[config.mk]
export PLATFORM = sky130hd
export DESIGN_NAME = enemy_wave_controller
export DESIGN_NICKNAME = d
export VERILOG_FILES = /design/src/rtl/enemy_wave_controller.sv
export SDC_FILE = /design/constraint.sdc
export NUM_CORES = 1
export LEC_CHECK = 0
export CORE_MARGIN = 2
export CORE_UTILIZATION = 55
export CTS_BUF_LIST = sky130_fd_sc_hd__clkbuf_4 sky130_fd_sc_hd__clkbuf_8 sky130_fd_sc_hd__clkbuf_16
export CTS_CLUSTER_DIAMETER = 100
export DETAILED_ROUTE_END_ITERATION = 8
export GPL_ROUTABILITY_DRIVEN = 0
export MAX_ROUTING_LAYER = met4
export PLACE_DENSITY = 0.77
export REMOVE_ABC_BUFFERS = 1
export SETUP_SLACK_MARGIN = 0.1
export SKIP_CTS_REPAIR_TIMING = 1
export SYNTH_ARGS = -nofsm -noshare
export SYNTH_HDL_FRONTEND = slang
export SYNTH_HIERARCHICAL = 1
export SYNTH_SLANG_ARGS = --single-unit
[constraint.sdc]
create_clock -name clk25 -period 13.7 [get_ports clk25]
set_input_delay 2.74 -clock clk25 [delete_from_list [all_inputs] [get_ports clk25]]
set_output_delay 2.74 -clock clk25 [all_outputs]
set_load 0.02 [all_outputs]
[src/rtl/enemy_wave_controller.sv]
// enemy_wave_controller: ENEMY_COUNT descending enemies against BULLET_COUNT
// player bullets. Hits are checked every cycle with one-to-one arbitration.
// Clearing a wave starts a timed pause, then the next, faster wave spawns.
// Optional build macro: ENEMY_ESCAPE_KILL_EN. When it is defined, an enemy
// that reaches the bottom dies instead of wrapping back to the top.

// Overlap test of one enemy hitbox against every bullet slot.
module enemy_wave_hit_lane #(
  parameter int BULLET_COUNT = 8,
  parameter int SPRITE_W     = 32,
  parameter int SPRITE_H     = 32
) (
  input  logic [9:0]                 ex,
  input  logic [9:0]                 ey,
  input  logic                       en,
  input  logic [10*BULLET_COUNT-1:0] bx_flat,
  input  logic [10*BULLET_COUNT-1:0] by_flat,
  input  logic [BULLET_COUNT-1:0]    bact,
  output logic [BULLET_COUNT-1:0]    ovl
);
  // The box edges are 11 bits wide so a box near 1023 cannot wrap around.
  logic [10:0] ex_end, ey_end;
  assign ex_end = {1'b0, ex} + 11'(SPRITE_W);
  assign ey_end = {1'b0, ey} + 11'(SPRITE_H);

  for (genvar j = 0; j < BULLET_COUNT; j++) begin : g_b
    logic [9:0] bx, by;
    assign bx = bx_flat[j*10 +: 10];
    assign by = by_flat[j*10 +: 10];
    assign ovl[j] = en && bact[j] && (bx >= ex) && ({1'b0, bx} < ex_end)
                    && (by >= ey) && ({1'b0, by} < ey_end);
  end
endmodule

module enemy_wave_controller #(
  parameter int ENEMY_COUNT  = 4,
  parameter int BULLET_COUNT = 8,
  parameter int SPRITE_W     = 32,
  parameter int SPRITE_H     = 32,
  parameter int SCREEN_H     = 480,
  parameter int X_BASE       = 200,
  parameter int X_STEP       = 50,
  parameter int MOVE_PERIOD  = 524288,
  parameter int STEP_BASE    = 2,
  parameter int STEP_MAX     = 8,
  parameter int CLEAR_TICKS  = 64
) (
  input  logic                       clk25,
  input  logic                       rst_n,
  input  logic [10*BULLET_COUNT-1:0] bullet_x_flat,
  input  logic [10*BULLET_COUNT-1:0] bullet_y_flat,
  input  logic [BULLET_COUNT-1:0]    bullet_active_flat,
  output logic [10*ENEMY_COUNT-1:0]  fly_x_flat,
  output logic [10*ENEMY_COUNT-1:0]  fly_y_flat,
  output logic [ENEMY_COUNT-1:0]     fly_alive,
  output logic [ENEMY_COUNT-1:0]     fly_hit,
  output logic [BULLET_COUNT-1:0]    bullet_hit,
  output logic [ENEMY_COUNT-1:0]     enemy_escaped,
  output logic                       wave_clear,
  output logic [7:0]                 wave_num
);
  typedef enum logic {ACTIVE = 1'b0, CLEAR = 1'b1} state_t;

  localparam int TW = $clog2(MOVE_PERIOD);
  localparam int CW = $clog2(CLEAR_TICKS + 1);
  localparam logic [9:0] Y_LIM = 10'(SCREEN_H - SPRITE_H);

  state_t                                 state_q, state_d;
  logic [TW-1:0]                          tick_cnt;
  logic                                   tick;
  logic [CW-1:0]                          clear_cnt;
  logic                                   clear_done, is_active, respawn, last;
  logic [ENEMY_COUNT-1:0][9:0]            y_q;
  logic [ENEMY_COUNT-1:0]                 alive_q, kill, esc, dead_now;
  logic [BULLET_COUNT-1:0]                bhit;
  logic [ENEMY_COUNT-1:0][BULLET_COUNT-1:0] ovl;
  logic [BULLET_COUNT-1:0][ENEMY_COUNT-1:0] tgt;
  logic [9:0]                             step_raw, step;

  assign tick       = (tick_cnt == TW'(MOVE_PERIOD - 1));
  assign clear_done = (clear_cnt == CW'(CLEAR_TICKS - 1));
  assign step_raw   = 10'(STEP_BASE) + {2'b00, wave_num};
  assign step       = (step_raw > 10'(STEP_MAX)) ? 10'(STEP_MAX) : step_raw;
  assign fly_alive  = alive_q;

  // One overlap lane per enemy. Dead enemies and the CLEAR state mask the lane.
  for (genvar i = 0; i < ENEMY_COUNT; i++) begin : g_lane
    enemy_wave_hit_lane #(
      .BULLET_COUNT(BULLET_COUNT), .SPRITE_W(SPRITE_W), .SPRITE_H(SPRITE_H)
    ) u_lane (
      .ex(10'(X_BASE + i*X_STEP)), .ey(y_q[i]), .en(is_active && alive_q[i]),
      .bx_flat(bullet_x_flat), .by_flat(bullet_y_flat), .bact(bullet_active_flat),
      .ovl(ovl[i])
    );
    assign fly_x_flat[i*10 +: 10] = 10'(X_BASE + i*X_STEP);
    assign fly_y_flat[i*10 +: 10] = y_q[i];
  end

  // Free-running move tick divider.
  always_ff @(posedge clk25 or negedge rst_n)
    if (!rst_n) tick_cnt <= '0;
    else        tick_cnt <= tick ? '0 : tick_cnt + 1'b1;

  // Each bullet targets only the lowest-index enemy it overlaps.
  always_comb begin
    tgt = '0;
    for (int j = 0; j < BULLET_COUNT; j++)
      for (int i = ENEMY_COUNT - 1; i >= 0; i--)
        if (ovl[i][j]) begin
          tgt[j]    = '0;
          tgt[j][i] = 1'b1;
        end
  end

  // Each enemy goes to the lowest-index bullet that targets it. Losing bullets stay live.
  always_comb begin
    kill = '0;
    bhit = '0;
    for (int j = 0; j < BULLET_COUNT; j++)
      for (int i = 0; i < ENEMY_COUNT; i++)
        if (tgt[j][i] && !kill[i]) begin
          kill[i] = 1'b1;
          bhit[j] = 1'b1;
        end
  end

  // Bottom reached on a tick. An enemy killed in the same cycle does not escape.
  always_comb begin
    esc = '0;
    for (int i = 0; i < ENEMY_COUNT; i++)
      esc[i] = is_active && tick && alive_q[i] && !kill[i] && (y_q[i] >= Y_LIM);
  end

`ifdef ENEMY_ESCAPE_KILL_EN
  assign dead_now = kill | esc;
`else
  assign dead_now = kill;
`endif

  assign last = is_active && (alive_q != '0) && ((alive_q & ~dead_now) == '0);

  // FSM state register.
  always_ff @(posedge clk25 or negedge rst_n)
    if (!rst_n) state_q <= ACTIVE;
    else        state_q <= state_d;

  // FSM next state: enter CLEAR on the last death, leave it after the pause.
  always_comb begin
    state_d = state_q;
    case (state_q)
      ACTIVE:  if (last) state_d = CLEAR;
      CLEAR:   if (tick && clear_done) state_d = ACTIVE;
      default: state_d = ACTIVE;
    endcase
  end

  // FSM outputs.
  always_comb begin
    is_active = (state_q == ACTIVE);
    respawn   = (state_q == CLEAR) && tick && clear_done;
  end

  // Enemy positions, liveness, pulses, the pause counter and the wave index.
  always_ff @(posedge clk25 or negedge rst_n)
    if (!rst_n) begin
      y_q           <= '0;
      alive_q       <= '1;
      fly_hit       <= '0;
      bullet_hit    <= '0;
      enemy_escaped <= '0;
      wave_clear    <= 1'b0;
      wave_num      <= '0;
      clear_cnt     <= '0;
    end else begin
      fly_hit       <= kill;
      bullet_hit    <= bhit;
      enemy_escaped <= esc;
      wave_clear    <= last;
      if (respawn) begin
        y_q       <= '0;
        alive_q   <= '1;
        wave_num  <= wave_num + 8'd1;
        clear_cnt <= '0;
      end else begin
        if (!is_active && tick) clear_cnt <= clear_cnt + 1'b1;
        alive_q <= alive_q & ~dead_now;
        for (int i = 0; i < ENEMY_COUNT; i++)
          if (esc[i])
            y_q[i] <= '0;
          else if (is_active && tick && alive_q[i] && !kill[i])
            y_q[i] <= y_q[i] + step;
      end
    end
endmodule

==> flow_summary.json, run 1 <==
{
  "status": "finished clean",
  "ff_to_ff_start": "fly_y_flat[8]",
  "synth.avg_cell_area_um2": 8.51,
  "layout-drive-gt1-share_pct": 3.05,
  "first_global_vias": 26101,
  "area_growth_syn_to_layout_pct": 14.3,
  "peak_freq_mhz": 131,
  "setup.worst_path.end_class": "register",
  "worstHoldPathCells": 1,
  "critical_path.reg2reg.endpoint": "fly_y_flat[15]",
  "standard_cell_rows": 83,
  "power_dens_cells_mw_per_mm2": 42.1,
  "worstHoldPathType": "reg2reg",
  "totalWireLength_mm": 103,
  "utilization_pct": 63.9,
  "setup.worst_path.start_class": "input pin",
  "placedCellCount": 4468,
  "power_frac_clock_pct": 19.9,
  "cts.reportedPaths.clkPinSlew_ns": 0.08,
  "power_frac_seq_pct": 22.2,
  "avgRoutedWirePerCell_um": 22.9,
  "number_of_nets_in_the_final_layout": 4946,
  "reg2reg_setup_slack_ns": 7.84,
  "clkLatencyLatePin_ns": 0.40,
  "slowest_stage_cell_crit_path": "sky130_fd_sc_hd__nor4_1",
  "preCtsSetupSlack_ns": 5.83,
  "crit_path_cell_trace": "clkdlybuf4s50_1 -> ha_1 -> or3b_1 -> a21oi_1 -> a31oi_1 -> maj3_2 -> and3_1 -> nor4_1 -> nor2b_1 -> a2111oi_2 -> and3_1 -> nand3_1 -> nor2b_1 -> o21ai_1 -> a22o_1",
  "detail-route-antenna-nets": 0,
  "detailedPlacementHpwl_mm": 82.4,
  "drtIter0Drc": 3147,
  "cts_tree": "yes",
  "grt_first_pass_wirelength_mm": 155,
  "rsz0062_at_grt": "false",
  "final.min_clock_period_ns": 7.66,
  "floorplan.initialDensity_pct": 55.9,
  "ir_worst_vdd_v": 0.0000479,
  "synth.yosys.warnings": 6,
  "die-area_mm2": 0.0542,
  "largest_net_degree_at_the_start_of_global_routing": 56,
  "critical-path-max-stage-delay_ns": 0.99,
  "ctsRootBufferMaster": "sky130_fd_sc_hd__clkbuf_16",
  "fin_setup_tns_ns": 0,
  "globalRouteTotalUtil_pct": 38.2,
  "max_slew.worst_pin.slew_ns": 1.20,
  "total_switching_power_uw": 630,
  "maxSlewHeadroom_pct": 19.1,
  "crit_path_to": "fly_y_flat[15]",
  "dieWidth_um": 233,
  "setup_viol": 0,
  "num_io_pins": 279,
  "pwr-share-comb_pct": 58.0,
  "clk_sink_count": 96,
  "min-delay-start": "tick_cnt[8]",
  "finalCritPeriodShare_pct": 55.9,
  "ys_seq_area_share_pct": 8.35,
  "intPower_uw": 758,
  "synth_enable_flop_cells": 0,
  "initial_antenna_violation_count": 7,
  "total_of_flip_flops_plus_latches_after_synthesis": 96,
  "placement.io_buffers": 238,
  "detail_route.first_pass.iterations": 6,
  "vias": 29007,
  "worst-setup-path-type": "in2reg",
  "worst_clock_skew_ns": 0.0246,
  "routed_via_density": 6.46,
  "timing.final.max_slew_violations": 0,
  "fin_total_pwr_uw": 1390,
  "drc_errors": 0,
  "multiInputGateArea_mm2": 0.0260,
  "fillerInstances": 4567,
  "layoutNonFillerInstCount": 4492,
  "most_frequently_used_flop_master_after_synthesis": "sky130_fd_sc_hd__dfrtp_1",
  "ctsHtreeMaxLevel": 3,
  "async_flop_share_pct": 100,
  "worst-endpoint-arrival_ns": 7.93,
  "grt_overflow": 0,
  "leakagePower_uw": 0.0154,
  "worst-path-max-fanout": 10,
  "die_h_um": 233,
  "netlist-cell-type-count": 88,
  "setup_ws_ns": 6.04,
  "synth_area_mm2": 0.0288,
  "max_cap_viol_count": 0,
  "crit_path_start": "bullet_x_flat[15]",
  "core_region_area_mm2": 0.0515,
  "worstRegToRegCells": 16,
  "data_required_time_at_the_worst_endpoint_ns": 13.97,
  "seq_area_mm2": 0.00241,
  "ctsLongestPathBuffers": 2,
  "total_cts_buffers": 9,
  "timing_hold_violations_final": 0,
  "syn_inst": 3385,
  "swShare_pct": 45.4
}
[sequential cells by signal (all words and copies together), names as in the netlist, 4 cells and up]
| signal | count |
|---|---|
| enemy_escaped | 4 |
| fly_y_flat | 40 |
| wave_num | 8 |
| fly_alive | 4 |
| fly_hit | 4 |
| bullet_hit | 8 |
| clear_cnt | 7 |
| tick_cnt | 19 |
[cell usage in the layout, fill, tap and decap left out, types with 19 or more instances in the layout]
cell / synthesis / routed
sky130_fd_sc_hd__o21ai_1: 21 / 21
sky130_fd_sc_hd__and3_1: 24 / 24
sky130_fd_sc_hd__nand4_1: 37 / 37
sky130_fd_sc_hd__o21a_1: 47 / 47
sky130_fd_sc_hd__nor2_1: 153 / 153
sky130_fd_sc_hd__nand2b_1: 71 / 71
sky130_fd_sc_hd__dfrtp_1: 92 / 92
sky130_fd_sc_hd__xnor2_1: 61 / 61
sky130_fd_sc_hd__a21oi_1: 249 / 249
sky130_fd_sc_hd__conb_1: 2 / 204
sky130_fd_sc_hd__nand3b_1: 19 / 19
sky130_fd_sc_hd__a2111oi_0: 32 / 32
sky130_fd_sc_hd__ha_1: 977 / 977
sky130_fd_sc_hd__o21bai_1: 27 / 27
sky130_fd_sc_hd__inv_1: 197 / 197
sky130_fd_sc_hd__o21ai_0: 207 / 207
sky130_fd_sc_hd__o2111ai_1: 49 / 49
sky130_fd_sc_hd__o211ai_1: 52 / 52
sky130_fd_sc_hd__clkdlybuf4s50_1: 0 / 237
sky130_fd_sc_hd__buf_4: 41 / 32
sky130_fd_sc_hd__a21o_1: 115 / 115
sky130_fd_sc_hd__nor2b_1: 105 / 105
sky130_fd_sc_hd__a22o_1: 21 / 21
sky130_fd_sc_hd__nor3_1: 47 / 47
sky130_fd_sc_hd__nand2_1: 146 / 146
sky130_fd_sc_hd__a211oi_1: 93 / 93
sky130_fd_sc_hd__nor4_1: 38 / 38
sky130_fd_sc_hd__a31oi_1: 51 / 51
sky130_fd_sc_hd__nand3_1: 95 / 95
[synth_stat cells (19+ instances only)]
cell / n / area (µm²)
sky130_fd_sc_hd__nand2b_1: 71 / 444
sky130_fd_sc_hd__xnor2_1: 61 / 534
sky130_fd_sc_hd__dfrtp_1: 92 / 2300
sky130_fd_sc_hd__buf_4: 41 / 308
sky130_fd_sc_hd__o21a_1: 47 / 353
sky130_fd_sc_hd__a21oi_1: 249 / 1250
sky130_fd_sc_hd__nor4_1: 38 / 238
sky130_fd_sc_hd__nand3_1: 95 / 475
sky130_fd_sc_hd__nor2b_1: 105 / 657
sky130_fd_sc_hd__a211oi_1: 93 / 698
sky130_fd_sc_hd__nor2_1: 153 / 574
sky130_fd_sc_hd__nand4_1: 37 / 231
sky130_fd_sc_hd__a31oi_1: 51 / 319
sky130_fd_sc_hd__ha_1: 977 / 12200
sky130_fd_sc_hd__o21bai_1: 27 / 203
sky130_fd_sc_hd__nand2_1: 146 / 548
sky130_fd_sc_hd__and3_1: 24 / 150
sky130_fd_sc_hd__inv_1: 197 / 739
sky130_fd_sc_hd__o21ai_1: 21 / 105
sky130_fd_sc_hd__o211ai_1: 52 / 390
sky130_fd_sc_hd__a21o_1: 115 / 863
sky130_fd_sc_hd__o21ai_0: 207 / 1040
sky130_fd_sc_hd__nor3_1: 47 / 235
sky130_fd_sc_hd__a2111oi_0: 32 / 280
sky130_fd_sc_hd__nand3b_1: 19 / 143
sky130_fd_sc_hd__a22o_1: 21 / 184
sky130_fd_sc_hd__o2111ai_1: 49 / 429
[logic make-up (layout without fill, tap and decap cells)]
kind of cell,after synthesis,after routing,synth area share [%]
xor+xnor,79,79,2.40
simple gates,817,817,15.3
compound gates,1126,1126,26.6
flops,96,96,8.35
mux,1,1,0.0347
buf+inv,265,482,4.05
other cells,2,212,0.0261
fa+ha+maj,999,999,43.2
[power by group through the flow]
stage               Sequential [µW]  Combinational [µW]  Clock (µW)
global placement                312                 714           0
floorplan                       317                 475           0
detailed placement              313                 730           0
global route                    308                 885         286
finish                          308                 804         276
CTS                             307                 737         279
[critical path: cells and delay by family]
family | cells | cell delay [ns]
compound gates | 5 | 1.39
fa+ha+maj | 2 | 0.70
buf+inv | 1 | 0.56
simple gates | 7 | 2.53
[how the worst min path moves through the flow]
stage | end | slack, ns
final | tick_cnt[8] | 0.48
after global routing | tick_cnt[8] | 0.49
after CTS | tick_cnt[8] | 0.48
after detailed placement | tick_cnt[8] | 0.46
after global placement | tick_cnt[8] | 0.45
after floorplan | tick_cnt[8] | 0.44
[per-stage QoR]
| stage | hold WS [ns] | cell area [µm²] |
|---|---|---|
| 2_1_floorplan | 0.439 | 29100 |
| 3_3_place_gp | 0.454 | 32600 |
| 3_5_place_dp | 0.464 | 32600 |
| 4_1_cts | 0.481 | 32900 |
| 5_1_grt | 0.492 | 32900 |
| 6_report | 0.480 | 32900 |
[cell type report]
class	instances	area share, %
diodes	8	0.0608
clock buffers	9	0.684
clock inverters	7	0.232
inverters	197	2.25
multi-input cells	3226	78.9
flip-flops and latches	96	7.31
well taps	680	2.58
repair buffers	269	7.93
[routing by layer]
| metal | part of all wire, % | up-vias | global-route usage [%] | wire (µm) |
|---|---|---|---|---|
| met1 | 43 | 13274 | 51.8 | 44700 |
| met4 | 5.0 | 0 | 16.8 | 5120 |
| met2 | 41 | 1587 | 55.9 | 42500 |
| met3 | 10 | 322 | 5.81 | 10500 |
| li1 | - | 13824 | - | - |
| met5 | 0 | - | - | 0 |
Power figures use the tool's default switching activity.
==> run 2, diff against run 1 <==
==> constraint.sdc (replaced) <==
create_clock -name clk25 -period 7.78 [get_ports clk25]
set_input_delay 1.556 -clock clk25 [delete_from_list [all_inputs] [get_ports clk25]]
set_output_delay 1.556 -clock clk25 [all_outputs]
set_load 0.02 [all_outputs]
==> run 2 against run 1 <==
  * Sequential cell count unchanged
  * Largest power group unchanged
  * Clock-buffer cell count is the same
  * Die area unchanged
  * Register-to-register slack worse by 5.6 ns
  * Non-clock buffer count down 2
  * Highest routed layer unchanged
==> flow_summary.json, run 2 (synthesis results as in run 1) <==
{
  "detail_route.first_pass.iterations": 6,
  "setup_viol": 0,
  "setup.worst_path.end_class": "register",
  "crit_path_max_delay_family": "compound AO/OA/AOI/OAI gates",
  "fillerInstances": 4656,
  "cts.reportedPaths.clkPinSlew_ns": 0.08,
  "clkLatencyLatePin_ns": 0.37,
  "initial_antenna_violation_count": 8,
  "total_switching_power_uw": 1090,
  "layout-drive-gt1-share_pct": 3.00,
  "core_region_area_mm2": 0.0515,
  "setup_ws_ns": 1.52,
  "mostFrequentLayoutCell": "sky130_fd_sc_hd__ha_1",
  "leakagePower_uw": 0.0154,
  "count_of_buffering_cells_on_the_critical_path_with_inverters_included": 2,
  "number_of_flip_flops_in_the_largest_register": 40,
  "worst-path-max-fanout": 10,
  "final.min_clock_period_ns": 6.26,
  "timing_hold_violations_final": 0,
  "vias": 28695,
  "detail-route-antenna-nets": 0,
  "max_slew.worst_pin.slew_ns": 1.11,
  "status": "finished clean",
  "finalCritPeriodShare_pct": 80.4,
  "power_frac_seq_pct": 22.3,
  "num_io_pins": 279,
  "largest_net_degree_at_the_start_of_global_routing": 57,
  "intPower_uw": 1330,
  "fin_setup_tns_ns": 0,
  "cts_tree": "yes",
  "avgRoutedWirePerCell_um": 22.6,
  "worst_clock_skew_ns": 0.0196,
  "dieWidth_um": 233,
  "power_dens_cells_mw_per_mm2": 73.6,
  "drtIter0Drc": 3226,
  "die-area_mm2": 0.0542,
  "hold_slack_ns": 0.486,
  "area_growth_syn_to_layout_pct": 14.3,
  "maxSlewHeadroom_pct": 25.0,
  "crit_path_cell_trace": "clkdlybuf4s50_1 -> ha_1 -> a21oi_1 -> o21ai_1 -> a21o_1 -> a2111oi_0 -> o2111ai_1 -> a21oi_1 -> inv_1 -> a2111oi_2 -> and3_1 -> nand3_1 -> nor2b_1 -> o21ai_1 -> a22o_1",
  "routed_via_density": 6.39,
  "number_of_nets_in_the_final_layout": 4944,
  "multiInputGateArea_mm2": 0.0260,
  "worstHoldPathType": "reg2reg",
  "seq_area_mm2": 0.00241,
  "globalRouteTotalUtil_pct": 37.6,
  "ir_worst_vdd_v": 0.000106,
  "die_h_um": 233,
  "ctsRootBufferMaster": "sky130_fd_sc_hd__clkbuf_16",
  "clk_sink_count": 96,
  "total_cts_buffers": 9,
  "peak_freq_mhz": 160,
  "slowest_stage_cell_crit_path": "sky130_fd_sc_hd__a2111oi_0",
  "worst-endpoint-arrival_ns": 6.50,
  "ctsLongestPathBuffers": 2,
  "layout_common_cells": "sky130_fd_sc_hd__ha_1, sky130_fd_sc_hd__a21oi_1, sky130_fd_sc_hd__clkdlybuf4s50_1, sky130_fd_sc_hd__o21ai_0, sky130_fd_sc_hd__conb_1",
  "grt_first_pass_wirelength_mm": 153,
  "totalWireLength_mm": 102,
  "preCtsSetupSlack_ns": 1.38,
  "floorplan.initialDensity_pct": 55.9,
  "pwr-share-comb_pct": 58.2,
  "timing.final.max_slew_violations": 0,
  "standard_cell_rows": 83,
  "grt_overflow": 0,
  "swShare_pct": 45.0,
  "rsz0062_at_grt": "false",
  "max_cap_viol_count": 0,
  "drc_errors": 0,
  "critical-path-max-stage-delay_ns": 0.77,
  "setup.worst_path.start_class": "input pin",
  "placement.io_buffers": 238,
  "ctsHtreeMaxLevel": 3,
  "first_global_vias": 25710,
  "detailedPlacementHpwl_mm": 81.5,
  "worst-setup-path-type": "in2reg",
  "data_required_time_at_the_worst_endpoint_ns": 8.02,
  "power_frac_clock_pct": 19.4
}
-- run 2: cell count changes in the layout (fill, tap and decap cells not counted) --
cell	previous run	this run
sky130_fd_sc_hd__clkinv_4	0	2
sky130_fd_sc_hd__buf_4	32	30
sky130_fd_sc_hd__diode_2	8	9
sky130_fd_sc_hd__inv_8	3	1
sky130_fd_sc_hd__inv_6	3	1
sky130_fd_sc_hd__clkinv_8	1	3
-- run 2: final cells by class --
class | count | area share (%)
Antenna cell | 9 | 0.0684
Clock buffer | 9 | 0.684
Clock inverter | 7 | 0.262
Inverter | 197 | 2.25
Multi-Input combinational cell | 3226 | 79.0
Sequential cell | 96 | 7.31
Tap cell | 680 | 2.58
Timing Repair Buffer | 267 | 7.89
-- run 2: power groups by stage --
| stage | clock, µW | sequential (µW) | combinational [µW] |
|---|---|---|---|
| 6_report | 471 | 541 | 1410 |
| 5_1_grt | 499 | 542 | 1560 |
| 4_1_cts | 478 | 541 | 1300 |
| 3_5_place_dp | 0 | 550 | 1280 |
| 3_3_place_gp | 0 | 550 | 1260 |
| 2_1_floorplan | 0 | 558 | 836 |
-- run 2: worst paths after layout --
| kind | startpoint | slack, ns | end | depth (start not counted) |
|---|---|---|---|---|
| setup reg to reg | fly_y_flat[8] | 2.27 | fly_y_flat[15] | 17 |
| hold / removal | tick_cnt[8] | 0.49 | tick_cnt[8] | 1 |
| min in group asynchronous | rst_n | 1.19 | fly_y_flat[2] | 1 |
| max in group asynchronous | rst_n | 5.45 | clear_cnt[3] | 2 |
| hold reg to reg | tick_cnt[8] | 0.49 | tick_cnt[8] | 1 |
| setup / recovery | bullet_y_flat[2] | 1.52 | fly_y_flat[15] | 15 |
-- run 2: metrics by stage --
| stage | total power, µW | cells | cell area [µm²] | utilization (%) |
|---|---|---|---|---|
| after global routing | 2600 | 4490 | 32900 | 63.9 |
| final | 2420 | 4491 | 32900 | 63.9 |
| after floorplan | 1390 | 3519 | 29100 | - |
| after detailed placement | 1830 | 4466 | 32600 | 63.3 |
| after CTS | 2310 | 4482 | 32900 | 63.9 |
| after global placement | 1810 | 4466 | 32600 | 63.3 |
-- run 2: layer usage --
layer	vias up	share of wire [%]	global-route usage (%)
met4	0	4.4	14.5
li1	13797	-	-
met2	1563	41	55.0
met5	-	0	-
met3	297	10	6.03
met1	13038	44	51.4
==> run 3, diff against run 2 <==
--- a/config.mk
+++ b/config.mk
@@ -12,7 +12,7 @@
 export DETAILED_ROUTE_END_ITERATION = 8
 export GPL_ROUTABILITY_DRIVEN = 0
 export MAX_ROUTING_LAYER = met4
-export PLACE_DENSITY = 0.77
+export PLACE_DENSITY = 0.8
 export REMOVE_ABC_BUFFERS = 1
 export SETUP_SLACK_MARGIN = 0.1
 export SKIP_CTS_REPAIR_TIMING = 1
==> constraint.sdc (replaced) <==
create_clock -name clk25 -period 5.09 [get_ports clk25]
set_input_delay 1.018 -clock clk25 [delete_from_list [all_inputs] [get_ports clk25]]
set_output_delay 1.018 -clock clk25 [all_outputs]
set_load 0.02 [all_outputs]
==> run 3 against run 2 <==
  * Clock skew is 0.0083 ns lower
  * Die area is the same
  * Cell count rose by 3.7%
  * Critical path depth grew 5
  * First-iteration DRC count is 1.9% higher
  * Combinational power increased by 60%
  * Sequential share of layout area down 0.31 points
  * Largest cell class unchanged
  * Power increased by 56%
  * Register-to-register slack got worse by 2.0 ns
  * Critical endpoint is now fly_y_flat[36]
  * Routed wire length is 5.3% higher
  * Via count up 4.7%
  * Worst hold slack lost 0.0026 ns
==> flow_summary.json, run 3 (synthesis results as in run 1) <==
{
  "status": "finished clean",
  "floorplan.initialDensity_pct": 55.9,
  "drtIter0Drc": 3288,
  "max_cap_viol_count": 0,
  "ctsHtreeMaxLevel": 3,
  "grt_overflow": 0,
  "die_h_um": 233,
  "mostFrequentLayoutCell": "sky130_fd_sc_hd__ha_1",
  "worstHoldPathType": "reg2reg",
  "clkLatencyLatePin_ns": 0.36,
  "totalWireLength_mm": 107,
  "finish.instance_area_mm2": 0.0344,
  "leakagePower_uw": 0.0163,
  "seq_area_mm2": 0.00241,
  "layoutNonFillerInstCount": 4656,
  "finalCritPeriodShare_pct": 96.0,
  "largest_net_degree_at_the_start_of_global_routing": 63,
  "timing.final.max_slew_violations": 0,
  "setup.worst_path.end_class": "register",
  "placedCellCount": 4631,
  "first_global_vias": 27553,
  "cts_tree": "yes",
  "maxSlewHeadroom_pct": 32.7,
  "dieWidth_um": 233,
  "worst-path-max-fanout": 5,
  "worst-setup-path-type": "in2reg",
  "core_region_area_mm2": 0.0515,
  "worst-endpoint-arrival_ns": 5.11,
  "reg2reg_setup_slack_ns": 0.31,
  "layout-drive-gt1-share_pct": 7.48,
  "post_dp_cell_area_mm2": 0.0339,
  "drc_errors": 0,
  "final.min_clock_period_ns": 4.89,
  "detail-route-antenna-nets": 0,
  "ctsRootBufferMaster": "sky130_fd_sc_hd__clkbuf_16",
  "rsz0062_at_grt": "true",
  "multiInputGateArea_mm2": 0.0262,
  "routed_via_density": 6.45,
  "die-area_mm2": 0.0542,
  "fin_setup_tns_ns": 0,
  "fillerInstances": 4333,
  "globalRouteTotalUtil_pct": 39.4,
  "standard_cell_rows": 83,
  "avgRoutedWirePerCell_um": 23.0,
  "number_of_flip_flops_in_the_largest_register": 40,
  "layout_common_cells": "sky130_fd_sc_hd__ha_1, sky130_fd_sc_hd__a21oi_1, sky130_fd_sc_hd__clkdlybuf4s50_1, sky130_fd_sc_hd__o21ai_0, sky130_fd_sc_hd__conb_1",
  "clk_sink_count": 96,
  "data_required_time_at_the_worst_endpoint_ns": 5.32,
  "number_of_nets_in_the_final_layout": 5112,
  "ir_worst_vdd_v": 0.000153,
  "initial_antenna_violation_count": 7,
  "peak_freq_mhz": 205,
  "total_cts_buffers": 9,
  "area_growth_syn_to_layout_pct": 19.4,
  "grt_first_pass_wirelength_mm": 160,
  "utilization_pct": 66.8,
  "cts.reportedPaths.clkPinSlew_ns": 0.08,
  "detailedPlacementHpwl_mm": 87.4,
  "worst_clock_skew_ns": 0.0112,
  "ctsLongestPathBuffers": 2,
  "max_slew.worst_pin.slew_ns": 0.999,
  "power_dens_cells_mw_per_mm2": 110,
  "detail_route.first_pass.iterations": 8,
  "timing_hold_violations_final": 0,
  "setup.worst_path.start_class": "input pin",
  "num_io_pins": 279,
  "placement.io_buffers": 238,
  "setup_viol": 0,
  "vias": 30030
}
run 3: cell count changes in the layout (fill, tap and decap cells not counted), sizes merged:
cell / previous run / this run
dlymetal6s2s: 0 / 8
inv: 199 / 200
clkinv: 5 / 4
buf: 30 / 196
clkdlybuf4s50: 237 / 229
diode: 9 / 6
nand2: 149 / 151
run 3: critical path, stage by stage:
cell                              delay [ns]
sky130_fd_sc_hd__clkdlybuf4s50_1        0.51
sky130_fd_sc_hd__buf_4                  0.19
sky130_fd_sc_hd__ha_1                   0.28
sky130_fd_sc_hd__nand2_1                0.04
sky130_fd_sc_hd__o21ai_0                0.16
sky130_fd_sc_hd__a31oi_1                0.12
sky130_fd_sc_hd__o311ai_0               0.54
sky130_fd_sc_hd__buf_4                  0.22
sky130_fd_sc_hd__o2111ai_1              0.19
sky130_fd_sc_hd__a21oi_2                0.26
sky130_fd_sc_hd__nor4b_2                0.10
sky130_fd_sc_hd__nor4_1                 0.30
sky130_fd_sc_hd__buf_4                  0.18
sky130_fd_sc_hd__nand2_1                0.07
sky130_fd_sc_hd__nor3_2                 0.19
sky130_fd_sc_hd__inv_1                  0.12
sky130_fd_sc_hd__o21ai_4                0.24
sky130_fd_sc_hd__nand2_4                0.13
sky130_fd_sc_hd__nand2_1                0.13
sky130_fd_sc_hd__o21ai_0                0.10
run 3: per-layer routing:
layer | track usage [%] | vias up | share of wire (%)
met5 | - | - | 0
met2 | 57.2 | 1779 | 41
met3 | 4.90 | 474 | 9.7
met4 | 25.5 | 0 | 8.0
li1 | - | 14149 | -
met1 | 51.5 | 13628 | 42
run 3: per-stage QoR:
stage | setup WS (ns) | hold WS (ns) | total power (µW)
2_1_floorplan | 0.460 | 0.439 | 2130
3_3_place_gp | -0.366 | 0.456 | 2830
3_5_place_dp | -0.450 | 0.463 | 2890
4_1_cts | -0.0845 | 0.474 | 3600
5_1_grt | 0.0599 | 0.500 | 4050
6_report | 0.203 | 0.483 | 3790
run 3: cell type report:
type,count,share of cell area [%]
inverter,197,2.15
tap,680,2.47
sequential,96,7.00
clock inverter,7,0.251
multi-input combinational,3228,76.1
clock buffer,9,0.655
antenna,6,0.0437
timing repair buffer,433,11.3
run 3: report_power, final:
group | total, µW | switching [µW] | internal (µW)
registers | 827 | 33.9 | 793
clock network | 703 | 351 | 353
logic | 2260 | 1310 | 958
total | 3790 | 1690 | 2100
run 3: path summary, 6_finish.rpt:
kind | to | cells past startpoint | start
max | fly_y_flat[36] | 20 | bullet_x_flat[1]
max reg2reg | fly_y_flat[7] | 17 | fly_y_flat[1]
max in group asynchronous | fly_alive[3] | 2 | rst_n
min | tick_cnt[8] | 1 | tick_cnt[8]
min reg2reg | tick_cnt[8] | 1 | tick_cnt[8]
min in group asynchronous | wave_num[7] | 1 | rst_n
